`src/rtl/mdu_iter_if.sv`:
```
// Handshake/result bundle between the ID/EX stage driver and the iterative MDU.
// master: pipeline side (drives operands); slave: the mdu_iter unit.
interface mdu_iter_if;
  logic        start;
  logic [1:0]  op;
  logic [31:0] a;
  logic [31:0] b;
  logic        flush;
  logic        busy;
  logic        stall_req;
  logic        done;
  logic [31:0] hi;
  logic [31:0] lo;

  modport master (
    output start, op, a, b, flush,
    input  busy, stall_req, done, hi, lo
  );

  modport slave (
    input  start, op, a, b, flush,
    output busy, stall_req, done, hi, lo
  );
endinterface

```
`src/rtl/mdu_iter.sv`:
```
// Iterative 32-bit multiply/divide unit (shift-add / restoring divide, 32 iterations).
// Optional MDU_FAST_MUL_EN: multiplies bypass the iteration and finish in one cycle.
module mdu_iter (
  input  logic      clk,
  input  logic      rst,
  mdu_iter_if.slave bus
);

  typedef enum logic [1:0] {StIdle, StCalc, StSign} state_e;

  state_e      state_q, state_d;
  logic [4:0]  cnt_q, cnt_d;
  logic [1:0]  op_q, op_d;
  logic        sa_q, sa_d, sb_q, sb_d;
  logic [31:0] opa_q, opa_d, opb_q, opb_d;
  logic [63:0] acc_q, acc_d;
  logic [31:0] rem_q, rem_d;
  logic [31:0] hi_q, hi_d, lo_q, lo_d;
  logic        done_q, done_d;

  logic        launch;
  logic        sgn_a, sgn_b;
  logic [31:0] abs_a, abs_b;
  logic [32:0] mul_sum;
  logic [32:0] div_shift, div_diff;
  logic        div_ge;
  logic [63:0] mul_prod, mul_res;
  logic [31:0] div_lo, div_hi;

  assign launch = bus.start & ~bus.flush & (state_q == StIdle);
  assign sgn_a  = bus.a[31] & ~bus.op[0];
  assign sgn_b  = bus.b[31] & ~bus.op[0];
  assign abs_a  = sgn_a ? -bus.a : bus.a;
  assign abs_b  = sgn_b ? -bus.b : bus.b;

  // Multiply: acc holds {partial product, remaining multiplier bits}.
  assign mul_sum = {1'b0, acc_q[63:32]} + (acc_q[0] ? {1'b0, opa_q} : 33'd0);

  // Divide: acc[31:0] shifts dividend bits out and quotient bits in; borrow means restore.
  assign div_shift = {rem_q, acc_q[31]};
  assign div_diff  = div_shift - {1'b0, opb_q};
  assign div_ge    = ~div_diff[32];

`ifdef MDU_FAST_MUL_EN
  assign mul_prod = {32'd0, opa_q} * {32'd0, opb_q};
`else
  assign mul_prod = acc_q;
`endif
  assign mul_res = (sa_q ^ sb_q) ? -mul_prod : mul_prod;

  // Divide by zero returns all-ones quotient and the original dividend bits.
  assign div_lo = (opb_q == 32'd0) ? 32'hFFFF_FFFF :
                  ((sa_q ^ sb_q) ? -acc_q[31:0] : acc_q[31:0]);
  assign div_hi = (opb_q == 32'd0) ? (sa_q ? -opa_q : opa_q) :
                  (sa_q ? -rem_q : rem_q);

  always_ff @(posedge clk) begin
    if (!rst) begin
      state_q <= StIdle;
      cnt_q   <= 5'd0;
      op_q    <= 2'd0;
      sa_q    <= 1'b0;
      sb_q    <= 1'b0;
      opa_q   <= 32'd0;
      opb_q   <= 32'd0;
      acc_q   <= 64'd0;
      rem_q   <= 32'd0;
      hi_q    <= 32'd0;
      lo_q    <= 32'd0;
      done_q  <= 1'b0;
    end else begin
      state_q <= state_d;
      cnt_q   <= cnt_d;
      op_q    <= op_d;
      sa_q    <= sa_d;
      sb_q    <= sb_d;
      opa_q   <= opa_d;
      opb_q   <= opb_d;
      acc_q   <= acc_d;
      rem_q   <= rem_d;
      hi_q    <= hi_d;
      lo_q    <= lo_d;
      done_q  <= done_d;
    end
  end

  always_comb begin
    state_d = state_q;
    unique case (state_q)
      StIdle: begin
        if (launch) begin
          state_d = StCalc;
`ifdef MDU_FAST_MUL_EN
          if (!bus.op[1]) state_d = StSign;
`endif
        end
      end
      StCalc:  if (cnt_q == 5'd31) state_d = StSign;
      StSign:  state_d = StIdle;
      default: state_d = StIdle;
    endcase
    if (bus.flush) state_d = StIdle;
  end

  always_comb begin
    cnt_d  = cnt_q;
    op_d   = op_q;
    sa_d   = sa_q;
    sb_d   = sb_q;
    opa_d  = opa_q;
    opb_d  = opb_q;
    acc_d  = acc_q;
    rem_d  = rem_q;
    hi_d   = hi_q;
    lo_d   = lo_q;
    done_d = 1'b0;
    unique case (state_q)
      StIdle: begin
        if (launch) begin
          op_d  = bus.op;
          sa_d  = sgn_a;
          sb_d  = sgn_b;
          opa_d = abs_a;
          opb_d = abs_b;
          cnt_d = 5'd0;
          rem_d = 32'd0;
          acc_d = {32'd0, bus.op[1] ? abs_a : abs_b};
        end
      end
      StCalc: begin
        cnt_d = cnt_q + 5'd1;
        if (op_q[1]) begin
          rem_d = div_ge ? div_diff[31:0] : div_shift[31:0];
          acc_d = {32'd0, acc_q[30:0], div_ge};
        end else begin
          acc_d = {mul_sum, acc_q[31:1]};
        end
      end
      StSign: begin
        done_d = 1'b1;
        if (op_q[1]) begin
          hi_d = div_hi;
          lo_d = div_lo;
        end else begin
          hi_d = mul_res[63:32];
          lo_d = mul_res[31:0];
        end
      end
      default: ;
    endcase
    if (bus.flush) begin
      cnt_d  = 5'd0;
      done_d = 1'b0;
      hi_d   = hi_q;
      lo_d   = lo_q;
    end
  end

  always_comb begin
    bus.busy      = (state_q != StIdle);
    bus.stall_req = (state_q != StIdle) | (bus.start & ~bus.flush);
    bus.done      = done_q;
    bus.hi        = hi_q;
    bus.lo        = lo_q;
  end

endmodule

```
`src/flat_wrapper.sv`:
```
// flat-port wrapper written by rule: the top's interface ports become plain ports
module mdu_iter_flat 
  (clk, rst, bus_start, bus_op, bus_a, bus_b, bus_flush, bus_busy, bus_stall_req, bus_done, bus_hi, bus_lo);
  mdu_iter_if bus_i ();
  input  logic clk;
  input  logic rst;
  input wire logic [$bits(bus_i.start)-1:0] bus_start;
  input wire logic [$bits(bus_i.op)-1:0] bus_op;
  input wire logic [$bits(bus_i.a)-1:0] bus_a;
  input wire logic [$bits(bus_i.b)-1:0] bus_b;
  input wire logic [$bits(bus_i.flush)-1:0] bus_flush;
  output wire logic [$bits(bus_i.busy)-1:0] bus_busy;
  output wire logic [$bits(bus_i.stall_req)-1:0] bus_stall_req;
  output wire logic [$bits(bus_i.done)-1:0] bus_done;
  output wire logic [$bits(bus_i.hi)-1:0] bus_hi;
  output wire logic [$bits(bus_i.lo)-1:0] bus_lo;
  assign bus_i.start = bus_start;
  assign bus_i.op = bus_op;
  assign bus_i.a = bus_a;
  assign bus_i.b = bus_b;
  assign bus_i.flush = bus_flush;
  assign bus_busy = bus_i.busy;
  assign bus_stall_req = bus_i.stall_req;
  assign bus_done = bus_i.done;
  assign bus_hi = bus_i.hi;
  assign bus_lo = bus_i.lo;
  mdu_iter u_core (.clk(clk), .rst(rst), .bus(bus_i));
endmodule
```
`config.mk`:
```
export PLATFORM = sky130hd
export DESIGN_NAME = mdu_iter_flat
export DESIGN_NICKNAME = d
export VERILOG_FILES = /design/src/rtl/mdu_iter_if.sv /design/src/rtl/mdu_iter.sv /design/src/flat_wrapper.sv
export SDC_FILE = /design/constraint.sdc
export NUM_CORES = 1
export LEC_CHECK = 0
export ABC_AREA = 1
export ABC_CLOCK_PERIOD_IN_PS = 4300
export CORE_MARGIN = 3
export CORE_UTILIZATION = 46
export CTS_CLUSTER_DIAMETER = 30
export DETAILED_ROUTE_END_ITERATION = 10
export HOLD_SLACK_MARGIN = 0.06
export PLACE_DENSITY = 0.77
export RECOVER_POWER = 100
export SYNTH_ARGS = -nofsm -noshare
export SYNTH_HDL_FRONTEND = slang
export SYNTH_SLANG_ARGS = --single-unit
```
`constraint.sdc`:
```
create_clock -name clk -period 4.3 [get_ports clk]
set_input_delay 0.43 -clock clk [delete_from_list [all_inputs] [get_ports clk]]
set_output_delay 0.43 -clock clk [all_outputs]
set_load 0.01 [all_outputs]
```
==> results of run 1 <==
critical path: stages (launching register included):
cell	delay [ns]
sky130_fd_sc_hd__dfxtp_1	0.33
sky130_fd_sc_hd__xnor2_2	0.13
sky130_fd_sc_hd__clkbuf_2	0.45
sky130_fd_sc_hd__inv_1	0.82
sky130_fd_sc_hd__clkbuf_1	0.81
sky130_fd_sc_hd__o21ai_0	0.51
sky130_fd_sc_hd__nand3_1	0.22
sky130_fd_sc_hd__xor2_1	0.16
sky130_fd_sc_hd__nand2_1	0.06
sky130_fd_sc_hd__a21oi_1	0.15
Yosys cell counts (21+ instances only):
cell                       instances
sky130_fd_sc_hd__a21oi_1         230
sky130_fd_sc_hd__a21oi_2          33
sky130_fd_sc_hd__a221oi_1         31
sky130_fd_sc_hd__buf_2            27
sky130_fd_sc_hd__clkbuf_1         75
sky130_fd_sc_hd__dfxtp_1         235
sky130_fd_sc_hd__ha_1             71
sky130_fd_sc_hd__inv_1           491
sky130_fd_sc_hd__inv_2            21
sky130_fd_sc_hd__nand2_1         960
sky130_fd_sc_hd__nand2_4          34
sky130_fd_sc_hd__nand3_1         351
sky130_fd_sc_hd__nand3_2          33
sky130_fd_sc_hd__nand3b_1         29
sky130_fd_sc_hd__nand4_1          57
sky130_fd_sc_hd__nor2_1          349
sky130_fd_sc_hd__nor3_1           31
sky130_fd_sc_hd__o211ai_1         57
sky130_fd_sc_hd__o21ai_0         202
sky130_fd_sc_hd__xnor2_1          24
sky130_fd_sc_hd__xor2_1           80
final cells by class:
type | instances | area, um^2
Clock inverter | 37 | 543
Inverter | 512 | 1920
Tap cell | 600 | 751
Sequential cell | 235 | 4700
Fill cell | 4696 | 20500
Timing Repair Buffer | 159 | 1510
Clock buffer | 73 | 1620
Multi-Input combinational cell | 2721 | 14100
stage by stage:
stage                     std cells  hold WS [ns]  setup slack, ns  power [uW]  instance area, um^2
final                          4337         0.352            0.559        8770                25200
after global routing           4337         0.364            0.428        9060                25200
after CTS                      4337         0.315             1.15        8730                25300
after detailed placement       4227         0.468             1.15        3940                23100
after global placement         4227         0.454             1.22        3930                23100
after floorplan                3599         0.436             1.88        3430                21400
kinds of logic after synthesis:
kind of cell / share of synthesized area
compound gates: 0.173
fa+ha+maj: 0.0434
simple gates: 0.403
xor+xnor: 0.0426
buf+inv: 0.119
flops: 0.220
power groups by stage:
| stage | Sequential, uW | Clock (uW) | Combinational, uW |
|---|---|---|---|
| floorplan | 2360 | 0 | 1070 |
| global route | 2390 | 4960 | 1710 |
| finish | 2390 | 4810 | 1570 |
| CTS | 2380 | 4820 | 1530 |
| detailed placement | 2420 | 0 | 1520 |
| global placement | 2420 | 0 | 1520 |
registers in the layout (all words and copies together), names as in the netlist:
register         flops
u_core.sb_q          1
u_core.bus.lo       32
u_core.rem_q        32
u_core.op_q          1
u_core.opb_q        32
u_core.bus.done      1
u_core.bus.hi       32
u_core.acc_q        64
u_core.cnt_q         5
u_core.state_q       2
u_core.opa_q        32
u_core.sa_q          1
final timing paths:
| path | startpoint | end | cells past startpoint |
|---|---|---|---|
| hold / removal | rst | u_core.bus.lo[13]$_SDFFE_PN0P_ | 3 |
| setup / recovery | u_core.sa_q$_SDFFE_PN0P_ | u_core.bus.hi[14]$_SDFFE_PN0P_ | 9 |
| hold reg to reg | u_core.cnt_q[4]$_SDFFE_PP0P_ | u_core.cnt_q[4]$_SDFFE_PP0P_ | 2 |
| setup reg to reg | u_core.sa_q$_SDFFE_PN0P_ | u_core.bus.hi[14]$_SDFFE_PN0P_ | 9 |
metal layers:
layer | vias to the layer above | global-route usage | wire, um
met1 | 11200 | 0.426 | 34300
met2 | 1297 | 0.482 | 35000
met5 | - | 0 | 17
li1 | 11900 | - | -
met4 | 2 | 0.140 | 3870
met3 | 197 | 0.0622 | 8060
==> impl_results.rst, run 1 <==
.. list-table::
   :header-rows: 1

   * - Metric
     - Value
   * - Worst-case headroom to the max-slew limit
     - -0.437
   * - Clock transition at path regs
     - 0.05 ns
   * - Power density over the cells
     - 348 nW/um^2
   * - Fraction of layout instances using a drive strength above 1
     - 0.0760
   * - Detailed placement HPWL
     - 62500 um
   * - Crit path required time
     - 4.83 ns
   * - Floorplan die area
     - 49100 um^2
   * - Antenna-violating nets left
     - 0
   * - Top library cells by usage in the layout, fill and taps aside
     - sky130_fd_sc_hd__nand2_1, sky130_fd_sc_hd__inv_1, sky130_fd_sc_hd__nand3_1, sky130_fd_sc_hd__nor2_1, sky130_fd_sc_hd__a21oi_1
   * - Post-route clock skew
     - 0.0307 ns
   * - Residual DRC
     - 0
   * - Pin slew with the least headroom to its limit
     - 2.16 ns
   * - Leakage power
     - 0.0124 uW
   * - Number of pins with negative max-slew slack in the final report
     - 108
   * - Area growth from synthesis to layout
     - 17.7%
   * - Via count of the first global-routing pass
     - 22100
   * - Slack of the worst reg-to-reg path
     - 0.56 ns
   * - Wire length per cell after detailed routing
     - 18.7 um
   * - Violated checks
     - capacitance limit, slew limit
   * - Number of enable-type register cells in the synthesized netlist
     - 0
   * - Buffers inserted by post-CTS timing repair
     - 0
   * - TritonCTS sink count
     - 235
   * - Async set-or-reset flop fraction in the synthesized netlist
     - 0
   * - Number of buffers inserted during clock tree synthesis
     - 60
   * - Dominant synthesized flop cell
     - sky130_fd_sc_hd__dfxtp_1
   * - Achievable clock frequency
     - 267 MHz
   * - Initial core utilization
     - 0.468
   * - CP arrival
     - 4.27 ns
   * - Number of distinct library cells after synthesis
     - 51
   * - Final period utilization
     - 0.870
   * - Number of port buffers
     - 136
   * - Number of warnings reported in the yosys synthesis log
     - 0
   * - Synth Net Count
     - 3742
   * - Number of synthesized register bits
     - 235
   * - Combinational share of power
     - 0.179
   * - Top post-synthesis cells by area
     - sky130_fd_sc_hd__dfxtp_1, sky130_fd_sc_hd__nand2_1, sky130_fd_sc_hd__inv_1
   * - Kind of end point of the critical path
     - register
   * - Antenna violations before repair
     - 2
   * - Internal power of the cells
     - 6070 uW
   * - Clk Latency, worst-skew pair
     - 0.62 ns
   * - Sort of element at the start of the critical path
     - register
   * - H-tree levels
     - 2
   * - Synth Instances
     - 3599
   * - Via density per instance
     - 5.68
   * - Final hold viol count
     - 0
   * - Switching power share of the total
     - 0.308
   * - Post-Synthesis Cell Area
     - 21400 um^2
   * - CTS tree
     - built
   * - Most area-hungry cell type in the Yosys netlist
     - sky130_fd_sc_hd__dfxtp_1
   * - Status
     - finished, violations left
   * - Routability congestion estimate from global placement
     - 1.06
   * - Type of the worst min-delay path
     - input port to register
   * - Total negative slack for setup checks
     - 0 ns
   * - Largest net degree at the start of global routing
     - 91
   * - Vertical die dimension
     - 222 um
   * - Detailed-route via count
     - 24600
   * - Sequential fraction of design power
     - 0.272
   * - DRC violation total after the first TritonRoute iteration
     - 2819
   * - Power dissipated by switching net loads
     - 2700 uW
   * - Category of the most critical setup path
     - register to register
   * - 1st-pass router iterations
     - 7
   * - Synth top area share
     - 0.220
   * - Final Routed Wirelength
     - 81300 um
   * - Antenna cells
     - 0
   * - Setup violation total in the final timing report
     - 0
   * - Min Clock Period, post-route
     - 3.74 ns
   * - Portion of the post-synthesis area used by sequential elements
     - 0.220
   * - Final core area utilization
     - 0.551
   * - Top-level port count
     - 137
   * - Core Box Area
     - 45700 um^2
   * - Number of gates given a new drive strength after cts
     - 0
   * - Layout Nets
     - 3832
   * - Post-synthesis average cell area
     - 5.95 um^2
   * - Most common library cell in the layout ignoring fill and taps
     - sky130_fd_sc_hd__nand2_1
   * - Critical-path maximum fanout
     - 26
   * - Number of maximum-capacitance constraint violations
     - 3
   * - RSZ-0062 raised after global routing
     - false
   * - Hold-fix buffers at CTS
     - 0
   * - Clk root buf
     - sky130_fd_sc_hd__clkbuf_16
   * - Wire length of the first global-routing pass
     - 124000 um
   * - Peak supply drop
     - 0.342 mV
   * - GRT overflow
     - 0
   * - Maximum count of clock buffers along a single path
     - 3
   * - GRT Overall Usage
     - 0.314
   * - Width of the chip
     - 222 um
   * - Clk pwr share
     - 0.548
   * - Cell row count
     - 78
Note: power is estimated with default switching activity, not from simulation.
==> run 2: changes to the inputs <==
--- a/config.mk
+++ b/config.mk
@@ -8,11 +8,11 @@
 export ABC_AREA = 1
 export ABC_CLOCK_PERIOD_IN_PS = 4300
 export CORE_MARGIN = 3
-export CORE_UTILIZATION = 46
+export CORE_UTILIZATION = 55
 export CTS_CLUSTER_DIAMETER = 30
 export DETAILED_ROUTE_END_ITERATION = 10
 export HOLD_SLACK_MARGIN = 0.06
-export PLACE_DENSITY = 0.77
+export PLACE_DENSITY = 0.87
 export RECOVER_POWER = 100
 export SYNTH_ARGS = -nofsm -noshare
 export SYNTH_HDL_FRONTEND = slang
==> impl_results.rst, run 2 (synthesis gave the netlist of run 1 again) <==
.. list-table::
   :header-rows: 1

   * - Metric
     - Value
   * - Status
     - finished, violations left
   * - Violated checks
     - capacitance limit, slew limit
   * - Number of maximum-capacitance constraint violations
     - 3
   * - Min Clock Period, post-route
     - 3.65 ns
   * - Area growth from synthesis to layout
     - 16.7%
   * - Category of the most critical setup path
     - register to register
   * - Floorplan die area
     - 41300 um^2
   * - Post-route clock skew
     - 0.0495 ns
   * - Leakage power
     - 0.0124 uW
   * - Pin slew with the least headroom to its limit
     - 1.70 ns
   * - Critical-path maximum fanout
     - 53
   * - Routability congestion estimate from global placement
     - 1.06
   * - Number of cells in the finished layout apart from fillers
     - 4241
   * - Hold-fix buffers at CTS
     - 0
   * - Layout Nets
     - 3826
   * - Top library cells by usage in the layout, fill and taps aside
     - sky130_fd_sc_hd__nand2_1, sky130_fd_sc_hd__inv_1, sky130_fd_sc_hd__nand3_1, sky130_fd_sc_hd__nor2_1, sky130_fd_sc_hd__a21oi_1
   * - Clock transition at path regs
     - 0.05 ns
   * - H-tree levels
     - 2
   * - Biggest register
     - u_core.acc_q
   * - Detailed-route via count
     - 25200
   * - Total negative slack for setup checks
     - 0 ns
   * - CTS tree
     - built
   * - Kind of end point of the critical path
     - register
   * - Maximum count of clock buffers along a single path
     - 3
   * - Initial core utilization
     - 0.563
   * - Final Power
     - 8650 uW
   * - GRT Overall Usage
     - 0.375
   * - Crit path required time
     - 4.84 ns
   * - Residual DRC
     - 0
   * - TritonCTS sink count
     - 235
   * - Final period utilization
     - 0.849
   * - Number of buffers inserted during clock tree synthesis
     - 56
   * - Number of gates given a new drive strength after cts
     - 0
   * - Achievable clock frequency
     - 274 MHz
   * - Most common library cell in the layout ignoring fill and taps
     - sky130_fd_sc_hd__nand2_1
   * - Largest net degree at the start of global routing
     - 91
   * - Wire length of the first global-routing pass
     - 124000 um
   * - Wire length per cell after detailed routing
     - 18.9 um
   * - Via count of the first global-routing pass
     - 22700
   * - Width of the chip
     - 203 um
   * - 1st-pass router iterations
     - 8
   * - Vertical die dimension
     - 203 um
   * - Sort of element at the start of the critical path
     - register
   * - RSZ-0062 raised after global routing
     - false
   * - DRC violation total after the first TritonRoute iteration
     - 3670
   * - Detailed placement HPWL
     - 60800 um
   * - GRT overflow
     - 0
   * - Via density per instance
     - 5.94
   * - Buffers inserted by post-CTS timing repair
     - 0
   * - Final hold viol count
     - 0
   * - Antenna violations before repair
     - 1
   * - Number of port buffers
     - 136
   * - Worst-case headroom to the max-slew limit
     - -0.141
   * - CP arrival
     - 4.19 ns
   * - Final core area utilization
     - 0.657
   * - Number of placed instances, taps included
     - 4136
   * - Cell row count
     - 71
   * - Clk Latency, worst-skew pair
     - 0.63 ns
   * - Peak supply drop
     - 0.317 mV
   * - Core Box Area
     - 38000 um^2
   * - Final Routed Wirelength
     - 80100 um
   * - Fraction of layout instances using a drive strength above 1
     - 0.0713
   * - Setup violation total in the final timing report
     - 0
   * - Antenna cells
     - 0
   * - Top-level port count
     - 137
   * - Number of pins with negative max-slew slack in the final report
     - 72
   * - Number of flip-flops under the largest register name
     - 64
   * - Antenna-violating nets left
     - 0
   * - Power density over the cells
     - 347 nW/um^2
   * - Type of the worst min-delay path
     - register to register
   * - Clk root buf
     - sky130_fd_sc_hd__clkbuf_16
-- run 2: final timing paths --
check                            startpoint                            to  slack, ns  cells after the start
max          u_core.state_q[1]$_SDFFE_PP0P_  u_core.opa_q[3]$_SDFFE_PN0P_       0.65                      7
min            u_core.cnt_q[4]$_SDFFE_PP0P_  u_core.cnt_q[4]$_SDFFE_PP0P_       0.48                      2
max reg2reg  u_core.state_q[1]$_SDFFE_PP0P_  u_core.opa_q[3]$_SDFFE_PN0P_       0.65                      7
min reg2reg    u_core.cnt_q[4]$_SDFFE_PP0P_  u_core.cnt_q[4]$_SDFFE_PP0P_       0.48                      2
-- run 2: metrics by stage --
step | setup WS, ns | area (um^2) | hold slack, ns
final | 0.650 | 25000 | 0.477
after global routing | 0.589 | 25000 | 0.486
after CTS | 1.22 | 25100 | 0.279
after detailed placement | 1.23 | 23000 | 0.460
after global placement | 1.33 | 23000 | 0.458
after floorplan | 1.88 | 21400 | 0.436
-- run 2: final cells by class --
type	count	area (um^2)
clock buffer	64	1480
clock inverter	41	606
fill	3564	13100
inverter	512	1920
multi-input combinational	2721	14100
sequential	235	4700
tap	511	639
timing repair buffer	157	1550
-- run 2: critical path, cell delays in order, from the launching register on --
cell                       delay (ns)
sky130_fd_sc_hd__dfxtp_1         0.34
sky130_fd_sc_hd__nor2_1          0.16
sky130_fd_sc_hd__clkinv_1        0.10
sky130_fd_sc_hd__nor3_1          1.18
sky130_fd_sc_hd__inv_2           0.79
sky130_fd_sc_hd__a21oi_1         0.49
sky130_fd_sc_hd__o21ai_0         0.36
sky130_fd_sc_hd__inv_1           0.12
-- run 2: report_power, final --
part           switching, uW  internal, uW
sequential               129          2260
combinational           1090           489
clock                   1520          3170
total                   2740          5910
-- run 2: metal layers --
layer	up-vias	track usage	wire [um]
li1	11900	-	-
met1	11200	0.515	32300
met2	1753	0.560	33000
met3	301	0.0931	10500
met4	2	0.163	4310
met5	-	0	13
